## config.mk

```make
export PLATFORM = sky130hd
export DESIGN_NAME = bus_arbiter_rr_n
export DESIGN_NICKNAME = d
export VERILOG_FILES = /design/src/rtl/bus_arbiter_rr_n.sv
export SDC_FILE = /design/constraint.sdc
export NUM_CORES = 1
export LEC_CHECK = 0
export CAP_MARGIN = 20
export CELL_PAD_IN_SITES_DETAIL_PLACEMENT = 1
export CELL_PAD_IN_SITES_GLOBAL_PLACEMENT = 1
export CORE_MARGIN = 4
export CORE_UTILIZATION = 40
export CTS_CLUSTER_DIAMETER = 60
export CTS_CLUSTER_SIZE = 28
export DETAILED_ROUTE_END_ITERATION = 12
export GPL_TIMING_DRIVEN = 0
export PLACE_DENSITY = 0.84
export SYNTH_ARGS = -nofsm -noshare
export SYNTH_HDL_FRONTEND = slang
export SYNTH_SLANG_ARGS = --single-unit
```

## constraint.sdc

```tcl
create_clock -name clk -period 3.4 [get_ports clk]
set_clock_uncertainty 0.1 [all_clocks]
set_input_delay 0.51 -clock clk [delete_from_list [all_inputs] [get_ports clk]]
set_output_delay 0.51 -clock clk [all_outputs]
set_load 0.01 [all_outputs]
```

## src/rtl/bus_arbiter_rr_n.sv

```systemverilog
// bus_arbiter_rr_n: N-master round-robin bus arbiter with parking, bounded-hold preemption and lock.
module bus_arbiter_rr_n #(
    parameter int NUM_MASTERS = 4,
    parameter int OWNER_W     = 2,
    parameter int HOLD_W      = 8,
    parameter int MAX_HOLD    = 16,
    parameter int PARK_MASTER = 0
) (
    input  logic                   clk,
    input  logic                   reset,
    input  logic [NUM_MASTERS-1:0] req,
    input  logic [NUM_MASTERS-1:0] lock,
    output logic [NUM_MASTERS-1:0] grant,
    output logic [OWNER_W-1:0]     owner,
    output logic                   handover
);
    localparam logic [HOLD_W-1:0]  HOLD_TOP = MAX_HOLD == 0 ? '0 : HOLD_W'(MAX_HOLD - 1);
    localparam logic [OWNER_W-1:0] PARK     = OWNER_W'(PARK_MASTER);
    logic [HOLD_W-1:0]      hold_cnt, hold_nxt;
    logic [OWNER_W-1:0]     next, owner_nxt;
    logic [NUM_MASTERS-1:0] rot;
    logic                   found, valid, own_req, preempt;
    int                     s;
    assign grant   = NUM_MASTERS'(1) << owner;
    assign valid   = int'(owner) < NUM_MASTERS;
    // rot[k] is the request of master (owner+k) mod N, so bit 0 is the owner itself
    assign rot     = NUM_MASTERS'({req, req} >> owner);
    assign found   = |rot[NUM_MASTERS-1:1];
    assign own_req = rot[0];
    always_comb begin
        next = owner;
        s = 0;
        for (int k = NUM_MASTERS - 1; k >= 1; k--) begin
            s = int'(owner) + k;
            if (s >= NUM_MASTERS) s = s - NUM_MASTERS;
            if (rot[k]) next = OWNER_W'(s);
        end
    end
    assign preempt   = own_req && MAX_HOLD != 0 && hold_cnt == HOLD_TOP && !(|(lock & grant)) && found;
    assign owner_nxt = !valid ? PARK : ((!own_req && found) || preempt) ? next : owner;
    assign hold_nxt  = (owner_nxt != owner || !own_req) ? '0 :
                       (found && hold_cnt != HOLD_TOP) ? hold_cnt + 1'b1 : hold_cnt;
    always_ff @(posedge clk) begin
        if (reset) begin
            owner    <= PARK;
            hold_cnt <= '0;
            handover <= 1'b0;
        end else begin
            owner    <= owner_nxt;
            hold_cnt <= hold_nxt;
            handover <= owner_nxt != owner;
        end
    end
endmodule

```

==> results of run 1 <==
-- cell type report --
type                    instances  area, µm²
well taps                      27      33.78
flip-flops and latches         11      220.2
repair buffers                 16      160.2
inverters                       4      15.01
fillers                       236      905.9
plain buffers                   2      22.52
multi-input cells              73      558.0
clock buffers                   4      26.28
-- registers in the layout, indices dropped and copies added, names as in the netlist --
| name | count |
|---|---|
| hold_cnt | 8 |
| owner | 2 |
| handover | 1 |
-- kinds of logic (layout without fill, tap and decap cells) --
family	after synthesis	after routing	share of synthesized area [%]
AOI/OAI and AO/OA	21	21	19.48
xor gates and xnor gates	7	7	7.515
adders and majority gates	5	5	7.669
buffers and inverters	6	26	4.600
DFF	11	11	26.99
muxes	5	5	9.663
and+or+nand+nor	35	35	24.08
-- layer usage --
| metal | wire length [µm] | part of all wire (%) | global-route usage [%] | vias to the layer above |
|---|---|---|---|---|
| met2 | 1105 | 51 | 32.23 | 16 |
| met3 | 98 | 4.5 | 4.225 | 2 |
| li1 | - | - | - | 377 |
| met4 | 8 | 0.37 | 3.830 | 0 |
| met1 | 962 | 44 | 19.73 | 375 |
| met5 | 0 | 0 | 0 | - |
-- cells in the mapped netlist, types with 2 or more instances --
cell type,count
sky130_fd_sc_hd__nor2_1,8
sky130_fd_sc_hd__nand3_1,3
sky130_fd_sc_hd__nand2_1,5
sky130_fd_sc_hd__xor2_1,7
sky130_fd_sc_hd__and3_1,3
sky130_fd_sc_hd__nand4_1,5
sky130_fd_sc_hd__buf_6,2
sky130_fd_sc_hd__dfxtp_1,11
sky130_fd_sc_hd__inv_1,4
sky130_fd_sc_hd__ha_1,5
sky130_fd_sc_hd__a21oi_1,2
sky130_fd_sc_hd__a311oi_1,2
sky130_fd_sc_hd__o22ai_1,2
sky130_fd_sc_hd__a22oi_1,2
sky130_fd_sc_hd__o21ai_0,2
sky130_fd_sc_hd__mux2i_1,3
-- per-stage QoR --
step / instances / setup slack, ps / utilization, %
3_5_place_dp: 133 / 956.8 / 52.00
2_1_floorplan: 90 / 1449 / -
4_1_cts: 137 / 1034 / 53.35
6_report: 137 / 1049 / 53.35
5_1_grt: 137 / 953.5 / 53.35
3_3_place_gp: 133 / 1042 / 52.00
-- power by group through the flow --
stage               clock [mW]  combinational, mW  sequential [mW]
global route             0.102              0.460            0.180
CTS                     0.0954              0.421            0.177
floorplan                    0              0.272            0.179
detailed placement           0              0.419            0.180
global placement             0              0.402            0.176
finish                  0.0904              0.418            0.176
-- path summary, 6_finish.rpt --
kind,start,endpoint,cells after the start
max,owner[0]$_SDFF_PP0_,grant[2],4
min,hold_cnt[1]$_SDFFE_PP0P_,hold_cnt[1]$_SDFFE_PP0P_,2
max reg2reg,owner[0]$_SDFF_PP0_,hold_cnt[6]$_SDFFE_PP0P_,8
min reg2reg,hold_cnt[1]$_SDFFE_PP0P_,hold_cnt[1]$_SDFFE_PP0P_,2
-- tightest hold or removal path, delay by kind of cell, from the launching register on --
family	cells	cell delay (ps)
compound gates	1	50
flops	1	340
simple gates	1	80
==> out/qor.log, run 1 <==
qor: timing.maxClockFrequency 425.3 MHz
qor: timing.setup_viol_count_final 0
qor: pwr.net-switching-power 0.2766 mW
qor: clock_tree.clock_tree.root_cell sky130_fd_sc_hd__clkbuf_4
qor: run_status.result_of_the_run completed
qor: critical_path.critPathLaunchType flop
qor: routing.post_drt_wl_per_cell 15.88 µm
qor: clock_tree.worstSkewPairLatency 270 ps
qor: timing.holdWs 415.9 ps
qor: routing.final_routed_drc_violation_total 0
qor: global_routing.grt_max_degree 11
qor: placed_design.detailedPlacementHpwl 1.749 mm
qor: routing.dr.first_iter.drc_count 4
qor: floorplan.die_h 53.16 µm
qor: timing.fin_tns_setup 0 ps
qor: pwr.clockPowerShare 13.2%
qor: global_routing.antenna_found_initial 0
qor: critical_path.crit_family buffers and inverters
qor: timing.timing_max_transition_violations_final 0
qor: clock_tree.cts_made_buffers 3
qor: clock_tree.tritoncts done
qor: global_routing.first_global_vias 785
qor: timing.worst_slew_margin_rel 74.58%
qor: critical_path.worst_path_largest_cell_delay 480 ps
qor: routing.via_per_inst 5.620
qor: pwr.internal_power 0.4076 mW
qor: placed_design.io_buffer_count 16
qor: final_layout.synthToLayoutAreaGrowth 26.99%
qor: critical_path.path_max_fanout 10
qor: critical_path.worstSetupPathType flop to output pin
qor: final_layout.antenna_cells 0
qor: clock_tree.clk_pin_slew 70 ps
qor: synth.post_synth_instance_area 815.8 µm²
qor: floorplan.fp.dieW 53.16 µm
qor: timing.final_critical_period 2351 ps
qor: floorplan.core_area 1942 µm²
qor: clock_tree.cts-htree-levels 1
qor: placed_design.finalWeightedCongestion 0.7909
qor: synth.async_flop_share 0%
qor: final_layout.proportion_of_layout_cells_with_a_drive_suffix_above_1 11.82%
qor: synth.yosys_register_bits 11
qor: floorplan.initial_core_util 42.01%
qor: critical_path.timing.critical_path.buf_inv 3
qor: timing.report.final.hold_viol_count 0
qor: pwr.power_density 660.5 nW/µm²
qor: routing.detailroute.via_count 770
qor: synth.synth-main-ff-cell sky130_fd_sc_hd__dfxtp_1
qor: final_layout.final_cell_area 1036 µm²
qor: critical_path.slowest_stage sky130_fd_sc_hd__dfxtp_1
qor: pwr.power.share.switching 40.43%
qor: synth.synthDistinctLibCells 40
qor: synth.syn_area_per_cell 9.064 µm²
qor: final_layout.commonest_cells_after_routing_fill_and_taps_aside 16 x sky130_fd_sc_hd__clkdlybuf4s50_1, 11 x sky130_fd_sc_hd__dfxtp_1, 8 x sky130_fd_sc_hd__nor2_1, 7 x sky130_fd_sc_hd__xor2_1
qor: final_layout.num-nets-final 126
qor: pwr.power_leakage 0.4033 nW
qor: synth.synth.top_cells.by_area sky130_fd_sc_hd__dfxtp_1 27%, sky130_fd_sc_hd__ha_1 7.7%, sky130_fd_sc_hd__xor2_1 7.5%
qor: routing.firstDrtPassIters 3
qor: routing.final_wl 2.175 mm
qor: pwr.report.power.total 0.6843 mW
qor: final_layout.final_common_cell sky130_fd_sc_hd__clkdlybuf4s50_1
qor: min_path.tightest_hold_check_type flop to flop
qor: pwr.power.sequential.fraction 25.7%
qor: clock_tree.post_cts_resized 0
qor: routing.postRouteAntennaNets 0
qor: synth.synth_sequential_area_ratio 26.99%
qor: placed_design.post_dp_cell_area 1010 µm²
qor: floorplan.top_level_ports 17
qor: floorplan.placement_rows 16
qor: clock_tree.max-clock-path-buffers 2
qor: pwr.p_comb_share 61.1%
qor: global_routing.grt_first_pass_wirelength 3.567 mm
qor: timing.grt_setup_unrepaired false
qor: critical_path.cp.required 2790 ps
qor: timing.timing.final.crit_share 69.15%
qor: global_routing.globalRoute.totalOverflow 0
qor: synth.fraction_of_synthesized_cell_area_taken_by_the_top_area_cell_type 26.99%
qor: pwr.vdd_ir_drop_max 0.2623 mV
qor: synth.post_synth_inst_count 90
qor: synth.synth.yosys.warnings 0
qor: synth.synth_enable_flop_cells 0
qor: critical_path.crit_chain buf_6 > inv_1 > ha_1 > clkdlybuf4s50_1
qor: critical_path.worst-endpoint-arrival 1740 ps
qor: clock_tree.count_of_buffers_added_by_post_cts_timing_repair_for_setup 0
qor: clock_tree.quantity_of_hold_fixing_buffers_added_after_cts 0
qor: job.max-cap-violations 0
qor: global_routing.grtUsageTotal 17.37%
qor: synth.cell_type_with_the_largest_total_area_after_synthesis sky130_fd_sc_hd__dfxtp_1
qor: synth.synth_fp_nets 105
qor: timing.worst-slew-pin-transition 380.1 ps
qor: critical_path.worst_setup_path_end_kind output pin
qor: clock_tree.tritoncts_num_sinks 11
qor: floorplan.dieArea 2826 µm²
qor: critical_path.r2r_setup_slack 1260 ps
(Power assumes the default switching activity.)
==> inputs of run 2 (changes only) <==
- CORE_UTILIZATION: 40 -> 33
- PLACE_DENSITY: 0.84 -> 0.74
- clock period: 3.4 -> 2.1 ns (I/O delays scaled with it)
==> run 2 against run 1 <==
  * Core utilization fell by 6.2 points
  * Die area grew 18%
  * First-iteration DRC count increased to 3.5 times the previous value
  * Critical path depth is 2 higher
  * Via count is 0.65% higher
  * Highest routed layer unchanged
  * Cell area grew 3.5%
  * Routed wire length fell by 4.8%
==> out/qor.log, run 2 (synthesis gave the netlist of run 1 again) <==
qor: run_status.result_of_the_run completed [unchanged]
qor: global_routing.first_global_vias 795 [was 785]
qor: critical_path.worst-endpoint-arrival 2040 ps [was 1740 ps]
qor: pwr.net-switching-power 0.4531 mW [was 0.2766 mW]
qor: final_layout.num-nets-final 128 [was 126]
qor: clock_tree.cts_made_buffers 3 [unchanged]
qor: pwr.vdd_ir_drop_max 0.5897 mV [was 0.2623 mV]
qor: global_routing.grtUsageTotal 13.66% [was 17.37%]
qor: clock_tree.cts-htree-levels 1 [unchanged]
qor: placed_design.io_buffer_count 16 [unchanged]
qor: timing.worst-slew-pin-transition 343.6 ps [was 380.1 ps]
qor: job.max-cap-violations 0 [unchanged]
qor: clock_tree.clk_pin_slew 70 ps [about the same]
qor: global_routing.grt_first_pass_wirelength 3.574 mm [was 3.567 mm]
qor: final_layout.instances_no_fill 140 [was 137]
qor: timing.timing.final.crit_share 91.95%
qor: pwr.clockPowerShare 12.6% [was 13.2%]
qor: final_layout.finalCoreUtilization 47.11% [was 53.35%]
qor: final_layout.final_common_cell sky130_fd_sc_hd__clkdlybuf4s50_1 [unchanged]
qor: critical_path.critPathLaunchType input port [was flop]
qor: final_layout.largest_register_ff_count 8 [unchanged]
qor: routing.final_routed_drc_violation_total 0 [unchanged]
qor: routing.postRouteAntennaNets 0 [unchanged]
qor: placed_design.finalWeightedCongestion 0.7915 [was 0.7909]
qor: routing.dr.first_iter.drc_count 14 [was 4]
qor: floorplan.die_h 57.72 µm [was 53.16 µm]
qor: routing.via_per_inst 5.536 [was 5.620]
qor: critical_path.worstSetupPathType input port to flop [was flop to output pin]
qor: floorplan.initial_core_util 35.84% [was 42.01%]
qor: critical_path.cp.required 2210 ps [was 2790 ps]
qor: global_routing.antenna_found_initial 0 [unchanged]
qor: clock_tree.max-clock-path-buffers 2 [unchanged]
qor: timing.report.final.hold_viol_count 0 [unchanged]
qor: routing.detailroute.via_count 775 [was 770]
qor: timing.grt_setup_unrepaired false [unchanged]
qor: global_routing.grt_max_degree 11 [unchanged]
qor: pwr.power.share.switching 39.72% [was 40.43%]
qor: final_layout.antenna_cells 0 [unchanged]
qor: timing.timing_max_transition_violations_final 0 [unchanged]
qor: placed_design.detailedPlacementHpwl 1.617 mm [was 1.749 mm]
qor: placed_design.number_of_cells_in_the_design_after_placement 134 [was 133]
qor: final_layout.biggestRegsByFlops hold_cnt (8), owner (2), handover (1) [unchanged]
qor: routing.firstDrtPassIters 3 [unchanged]
qor: clock_tree.tritoncts_num_sinks 11 [unchanged]
qor: final_layout.max_flop_register hold_cnt [unchanged]
qor: critical_path.worst_setup_path_end_kind flop [was output pin]
qor: timing.maxClockFrequency 517.9 MHz
qor: pwr.p_comb_share 61.8% [was 61.1%]
qor: timing.holdWs 415.5 ps [was 415.9 ps]
qor: floorplan.placement_rows 17 [was 16]
qor: clock_tree.clock_tree.root_cell sky130_fd_sc_hd__clkbuf_4 [unchanged]
qor: final_layout.commonest_cells_after_routing_fill_and_taps_aside 13 x sky130_fd_sc_hd__clkdlybuf4s50_1, 9 x sky130_fd_sc_hd__dfxtp_1, 8 x sky130_fd_sc_hd__nor2_1, 7 x sky130_fd_sc_hd__xor2_1 [was 16 x sky130_fd_sc_hd__clkdlybuf4s50_1, 11 x sky130_fd_sc_hd__dfxtp_1, 8 x sky130_fd_sc_hd__nor2_1, 7 x sky130_fd_sc_hd__xor2_1]
qor: pwr.power_density 1064 nW/µm² [was 660.5 nW/µm²]
qor: pwr.internal_power 0.6877 mW [was 0.4076 mW]
qor: timing.setup_viol_count_final 0 [unchanged]
qor: routing.final_wl 2.071 mm [was 2.175 mm]
qor: timing.final_critical_period 1931 ps
qor: min_path.tightest_hold_check_type flop to flop [unchanged]
qor: final_layout.synthToLayoutAreaGrowth 31.44% [was 26.99%]
qor: floorplan.fp.dieW 57.72 µm [was 53.16 µm]
qor: pwr.power.sequential.fraction 25.6% [was 25.7%]
qor: pwr.power_leakage 0.4499 nW [was 0.4033 nW]
qor: final_layout.proportion_of_layout_cells_with_a_drive_suffix_above_1 16.96% [was 11.82%]
qor: clock_tree.worstSkewPairLatency 270 ps [about the same]
qor: routing.post_drt_wl_per_cell 14.79 µm [was 15.88 µm]
qor: global_routing.globalRoute.totalOverflow 0 [unchanged]
qor: floorplan.core_area 2276 µm² [was 1942 µm²]
qor: floorplan.dieArea 3332 µm² [was 2826 µm²]
qor: critical_path.path_max_fanout 8 [was 10]
qor: timing.worst_slew_margin_rel 77.03% [was 74.58%]
qor: floorplan.top_level_ports 17 [unchanged]
qor: clock_tree.tritoncts done [unchanged]
run 2: per-stage QoR:
stage	cell area [µm²]	worst slack [ps]	setup TNS, ps	power (mW)
3_3_place_gp	1011	-89.14	-750.5	0.9378
5_1_grt	1072	6.198	0	1.252
3_5_place_dp	1011	-156.0	-1157	0.9653
4_1_cts	1044	11.70	0	1.128
2_1_floorplan	815.8	149.2	0	0.7303
6_report	1072	169.1	0	1.141
run 2: layout make-up:
class | count | area, µm²
timing repair buffer | 18 | 182.7
fill | 281 | 1204
sequential | 11 | 225.2
tap | 28 | 35.03
clock buffer | 4 | 26.28
inverter | 4 | 18.77
multi-input combinational | 73 | 561.8
buffer | 2 | 22.52
run 2: layer usage:
metal / part of all wire [%] / routed length (µm) / global-route usage, % / vias up
li1: - / - / - / 382
met1: 43 / 900 / 15.51 / 372
met2: 48 / 1001 / 23.55 / 16
met3: 6.3 / 131 / 4.677 / 5
met4: 1.8 / 38 / 4.967 / 0
met5: 0 / 0 / 0 / -
run 2: critical path, cell delays in order:
cell and delay (ps):
sky130_fd_sc_hd__clkdlybuf4s50_1 530, sky130_fd_sc_hd__nor3_1 260, sky130_fd_sc_hd__o211ai_2 210, sky130_fd_sc_hd__and2_4 210, sky130_fd_sc_hd__a211o_2 370, sky130_fd_sc_hd__nor2_1 140
run 2: final timing paths:
| kind | startpoint | slack, ps | endpoint | cells past startpoint |
|---|---|---|---|---|
| min | hold_cnt[1]$_SDFFE_PP0P_ | 420 | hold_cnt[1]$_SDFFE_PP0P_ | 2 |
| min reg2reg | hold_cnt[1]$_SDFFE_PP0P_ | 420 | hold_cnt[1]$_SDFFE_PP0P_ | 2 |
| max reg2reg | owner[0]$_SDFF_PP0_ | 200 | hold_cnt[5]$_SDFFE_PP0P_ | 8 |
| max | req[2] | 170 | hold_cnt[5]$_SDFFE_PP0P_ | 6 |
run 2: power groups by stage:
stage	combinational [mW]	clock (mW)	sequential [mW]
final	0.705	0.144	0.292
after global routing	0.780	0.170	0.301
after CTS	0.686	0.154	0.289
after detailed placement	0.676	0	0.289
after global placement	0.652	0	0.286
after floorplan	0.440	0	0.290
run 2: repair_timing:
item | 4_1_cts | 5_1_grt
hold buffers | 0 | 0
buffers inserted | 0 | 2
setup endpoints to repair | 12 | 14
resized for setup | 3 | 5
